**config.mk**
```make
export PLATFORM = sky130hd
export DESIGN_NAME = pe_array_seq
export DESIGN_NICKNAME = d
export VERILOG_FILES = /design/src/rtl/pe_array_seq.sv
export SDC_FILE = /design/constraint.sdc
export NUM_CORES = 1
export LEC_CHECK = 0
export ABC_AREA = 1
export CAP_MARGIN = 10
export CORE_AREA = 4 4 102 104
export CTS_CLUSTER_SIZE = 12
export DETAILED_ROUTE_END_ITERATION = 8
export DIE_AREA = 0 0 106 108
export GPL_TIMING_DRIVEN = 0
export PLACE_DENSITY = 0.69
export RECOVER_POWER = 50
export SLEW_MARGIN = 20
export SYNTH_ARGS = -nofsm -noshare
export SYNTH_HDL_FRONTEND = slang
export SYNTH_SLANG_ARGS = --single-unit
```
**constraint.sdc**
```tcl
create_clock -name clk -period 2.2 [get_ports clk]
set_clock_uncertainty 0.15 [all_clocks]
set_input_delay 0.44 -clock clk [delete_from_list [all_inputs] [get_ports clk]]
set_output_delay 0.44 -clock clk [all_outputs]
set_load 0.02 [all_outputs]
```
**src/rtl/pe_array_seq.sv**
```systemverilog
// rtl/pe_array_seq.sv - weight-load / activation-stream sequencer for a 1-D PE chain
module pe_array_seq #(
  parameter int NUM_PE        = 16,
  parameter int ID_WIDTH      = 6,
  parameter int IN_DATA_WIDTH = 8,
  parameter int WGT_PER_PE    = 2,
  parameter int DRAIN_CYC     = 8,
  parameter int CNT_WIDTH     = 16
) (
  input  logic                     clk,
  input  logic                     rst_n,
  input  logic                     i_start,
  input  logic                     i_abort,
  input  logic [CNT_WIDTH-1:0]     i_num_vec,
  output logic                     o_busy,
  output logic                     o_done,
  input  logic                     i_wgt_vld,
  input  logic [IN_DATA_WIDTH-1:0] i_wgt_data,
  output logic                     o_wgt_rdy,
  input  logic                     i_act_vld,
  input  logic [IN_DATA_WIDTH-1:0] i_act_data,
  output logic                     o_act_rdy,
  output logic                     o_load_vld,
  output logic [ID_WIDTH-1:0]      o_load_id,
  output logic [IN_DATA_WIDTH-1:0] o_load_data,
  output logic [IN_DATA_WIDTH-1:0] o_left_data,
  output logic                     o_pop_vld,
  output logic [CNT_WIDTH-1:0]     o_vec_cnt
);

  localparam int BEAT_W  = (WGT_PER_PE > 1) ? $clog2(WGT_PER_PE) : 1;
  localparam int DRAIN_W = (DRAIN_CYC > 0) ? $clog2(DRAIN_CYC + 1) : 1;

  typedef enum logic [2:0] {S_IDLE, S_LOAD, S_COMPUTE, S_DRAIN, S_DONE} state_t;

  state_t               state, state_nxt;
  logic [BEAT_W-1:0]    beat_idx;
  logic [ID_WIDTH-1:0]  pe_idx;
  logic [CNT_WIDTH-1:0] num_vec;
  logic [DRAIN_W-1:0]   drain_cnt;
  logic                 wgt_hs, act_hs, beat_last, last_wgt, last_act, drain_end;

  assign o_busy    = (state != S_IDLE);
  assign o_done    = (state == S_DONE);
  assign o_wgt_rdy = (state == S_LOAD);
  assign o_act_rdy = (state == S_COMPUTE);

  assign wgt_hs    = i_wgt_vld & o_wgt_rdy;
  assign act_hs    = i_act_vld & o_act_rdy;
  assign beat_last = (beat_idx == BEAT_W'(WGT_PER_PE - 1));
  assign last_wgt  = beat_last && (pe_idx == ID_WIDTH'(NUM_PE - 1));
  assign last_act  = ((o_vec_cnt + CNT_WIDTH'(1)) == num_vec);
  assign drain_end = (drain_cnt == DRAIN_W'(DRAIN_CYC));

  // Abort outranks every other exit from the working states.
  always_comb begin
    state_nxt = state;
    case (state)
      S_IDLE:    if (i_start) state_nxt = S_LOAD;
      S_LOAD: begin
        if (i_abort)                  state_nxt = S_IDLE;
        else if (wgt_hs && last_wgt)  state_nxt = (num_vec == '0) ? S_DRAIN : S_COMPUTE;
      end
      S_COMPUTE: begin
        if (i_abort)                  state_nxt = S_IDLE;
        else if (act_hs && last_act)  state_nxt = S_DRAIN;
      end
      S_DRAIN: begin
        if (i_abort)                  state_nxt = S_IDLE;
        else if (drain_end)           state_nxt = S_DONE;
      end
      S_DONE:    state_nxt = S_IDLE;
      default:   state_nxt = S_IDLE;
    endcase
  end

  always_ff @(posedge clk or negedge rst_n) begin
    if (!rst_n) begin
      state       <= S_IDLE;
      beat_idx    <= '0;
      pe_idx      <= '0;
      num_vec     <= '0;
      drain_cnt   <= '0;
      o_load_vld  <= 1'b0;
      o_load_id   <= '0;
      o_load_data <= '0;
      o_left_data <= '0;
      o_pop_vld   <= 1'b0;
      o_vec_cnt   <= '0;
    end else begin
      state      <= state_nxt;
      o_load_vld <= wgt_hs;
      o_pop_vld  <= act_hs;

      if (wgt_hs) begin
        o_load_id   <= pe_idx;
        o_load_data <= i_wgt_data;
        if (beat_last) begin
          beat_idx <= '0;
          if (pe_idx != ID_WIDTH'(NUM_PE - 1)) pe_idx <= pe_idx + 1'b1;
        end else begin
          beat_idx <= beat_idx + 1'b1;
        end
      end

      if (act_hs) begin
        o_left_data <= i_act_data;
        if (o_vec_cnt != num_vec) o_vec_cnt <= o_vec_cnt + 1'b1;
      end

      // Counter is zero on the first DRAIN cycle, so DRAIN lasts DRAIN_CYC+1 cycles.
      if (state == S_DRAIN) drain_cnt <= drain_cnt + 1'b1;
      else                  drain_cnt <= '0;

      if (state == S_IDLE && i_start) begin
        num_vec   <= i_num_vec;
        beat_idx  <= '0;
        pe_idx    <= '0;
        o_vec_cnt <= '0;
      end
    end
  end

endmodule

```
==> flow_summary.ini <==
[floorplanning]
rows = 36
start_util_pct = 39.62
design.die.area_um2 = 11450
core_um2 = 9549
chipWidth_um = 106
boundaryPins = 82
dieHeight_um = 108

[timing]
grt_setup_unrepaired = false
relSlewSlack_pct = 17.46
fmax_mhz = 474.1
fin_setup_tns_ns = 0
timing_hold_violations_final = 0
finalSetupViolCount = 0
fin_crit_sh_pct = 95.87
slew_viol_final = 0
post-route-min-period_ns = 2.109
worstMarginPinSlew_ns = 1.238

[pwr]
p_int_mw = 3.142
p_per_area_nw_per_um2 = 1060
pwr-share-seq_pct = 36.7
leakagePower_nw = 2.355
peakVddDrop_v = 0.0006714
p_switching_mw = 2.239
comb_power_share_pct = 43.5
clkPwrFrac_pct = 19.8
p_sw_share_pct = 41.61

[placement]
gp_congestion = 0.9070
dp_hpwl_mm = 7.687
io_buffers = 81

[setup_path]
cp_max_fo = 7
critPathArrivalTime_ns = 1.52
crit_family = buffers and inverters
r2r_slack_ns = 0.14
critPathCaptureType = primary output
crit_chain = clkdlybuf4s50_1
cp.required_ns = 1.61
startpoint_type = register
cp_slowest_stage_delay_ns = 0.66
crit_slowest_cell = clkdlybuf4s50_1
critPathKind = reg2out
path_buf_inv = 1

[detailed_routing]
drtPass1Iterations = 7
drc = 0
drtIter0Drc = 153
postRouteWirelength_mm = 10.22
vias = 3599
ant_nets = 0
routedWlPerCell_um = 13.77
viasPerCell = 4.850

[status]
outcome = finished, final reports clean

[cells_and_area]
drive_gt1_share_pct = 9.524
seqCellArea_um2 = 1757
final_util_pct = 53.14
antennaDiodeCount = 0
area_growth_pct = 34.13
multi_input_area_um2 = 1784
fillers = 949
final_common_cell = nand2_1
final_cell_mix = nand2_1 (178), clkdlybuf4s50_1 (76), dfrtp_1 (66)
nNetsFinal = 647

[synthesis]
syn-num-nets = 550
yosys_warnings = 0
ys_types = 30
syn_inst = 508
syn-cell-area_um2 = 3784
ys_seq_elements = 70
yosysSeqAreaShare_pct = 46.30
avgSynthCellArea_um2 = 7.448

[clock_tree]
clk_latency_ns = 0.35
clock_sinks = 70
htree_levels = 3
clk_path_buf_depth = 2
cts_buffers = 9
cts_tree = built
cts_root_buf = clkbuf_8
clk_pin_slew_ns = 0.08

[global_route]
grt_pass1_wl_mm = 17.08
grt_antenna_before_repair = 0
grt_start_max_net_pins = 51
gr-total-overflow = 0
first_global_vias = 3576
grt_usage_pct = 18.74

[worst_hold_path]
min_path_type = reg2reg

[run]
max_cap_viol_count = 0
## sequential cells by signal (all words and copies together), names as in the netlist
signal and cells:
state 3, o_load_vld 1, o_pop_vld 1, beat_idx 1
pe_idx 6, o_load_data 8, o_load_id 6, o_vec_cnt 16
drain_cnt 4, o_left_data 8, num_vec 16
## power by group through the flow
| stage | Combinational, mW | Clock [mW] | Sequential (mW) |
|---|---|---|---|
| 6_report | 2.34 | 1.07 | 1.98 |
| 5_1_grt | 2.62 | 1.16 | 2.03 |
| 4_1_cts | 2.28 | 1.09 | 1.96 |
| 3_5_place_dp | 2.28 | 0 | 1.98 |
| 3_3_place_gp | 2.24 | 0 | 1.98 |
| 2_1_floorplan | 1.16 | 0 | 2.15 |
## synth_stat cells, drive strengths merged
cell type	instances	area, µm²
nand3b	1	7.510
xor2	17	148.9
ha	4	50.05
o2111ai	1	8.760
xnor2	6	52.55
nor3	4	20.02
buf	10	56.30
nand4	9	56.30
o211ai	1	7.510
nor4	5	37.53
nand3	42	215.2
o21ai	36	180.2
a21oi	6	30.03
nor2	43	196.4
o22ai	1	6.260
a31oi	2	12.51
clkinv	1	3.750
clkbuf	5	18.77
nand2	184	698.2
dfrtp	70	1752
inv	60	225.2
## worst paths after layout
path	from	to	cells past startpoint
setup / recovery	o_vec_cnt[4]$_DFFE_PN0P_	o_vec_cnt[4]	1
hold / removal	o_load_data[7]$_DFFE_PN0P_	o_load_data[7]$_DFFE_PN0P_	2
setup reg to reg	o_vec_cnt[11]$_DFFE_PN0P_	o_vec_cnt[12]$_DFFE_PN0P_	9
hold reg to reg	o_load_data[7]$_DFFE_PN0P_	o_load_data[7]$_DFFE_PN0P_	2
max in group asynchronous	rst_n	o_vec_cnt[0]$_DFFE_PN0P_	3
min in group asynchronous	rst_n	o_vec_cnt[12]$_DFFE_PN0P_	2
## cell families after synthesis
group	count (synthesis)	share of synthesized area, %
AOI/OAI and AO/OA	47	6.482
and+or+nand+nor	288	32.54
buffers and inverters	76	8.035
DFF	70	46.30
xor gates and xnor gates	23	5.324
adders and majority gates	4	1.323
## area by class of cell
class / count / share of cell area [%]
buffer: 15 / 1.627
inverter: 61 / 4.512
timing repair buffer: 86 / 16.94
sequential: 70 / 34.62
tap: 133 / 3.279
clock inverter: 5 / 1.159
multi-input combinational: 362 / 35.16
clock buffer: 10 / 2.712
## layer usage
| metal | wire length (µm) | vias to the layer above | part of all wire, % | global-route usage [%] |
|---|---|---|---|---|
| met5 | 0 | - | 0 | 0 |
| met4 | 305 | 0 | 3.0 | 7.401 |
| met3 | 744 | 29 | 7.3 | 5.552 |
| met2 | 4834 | 121 | 47 | 30.74 |
| met1 | 4334 | 1663 | 42 | 23.39 |
| li1 | - | 1786 | - | - |
## metrics by stage
step / setup slack, ns / total power [mW] / hold slack (ns) / cell area (µm²) / cells
global placement: -1.787 / 4.215 / 0.3031 / 4761 / 722
finish: 0.09096 / 5.381 / 0.3221 / 5075 / 742
floorplan: 0.2138 / 3.314 / -0.005591 / 3784 / 508
detailed placement: -0.09400 / 4.267 / 0.2021 / 4786 / 723
CTS: 0.06946 / 5.327 / 0.3257 / 4990 / 739
global route: 0.01236 / 5.802 / 0.3536 / 5075 / 742
## timing repair
item / CTS / global route
hold buffers: 1 / 0
setup buffers: 0 / 3
pin swaps: 0 / 2
endpoints found under the setup margin: 6 / 13
endpoints found under the hold margin: 20 / 0
resized for setup: 5 / 17
Note: power is estimated with default switching activity, not from simulation.
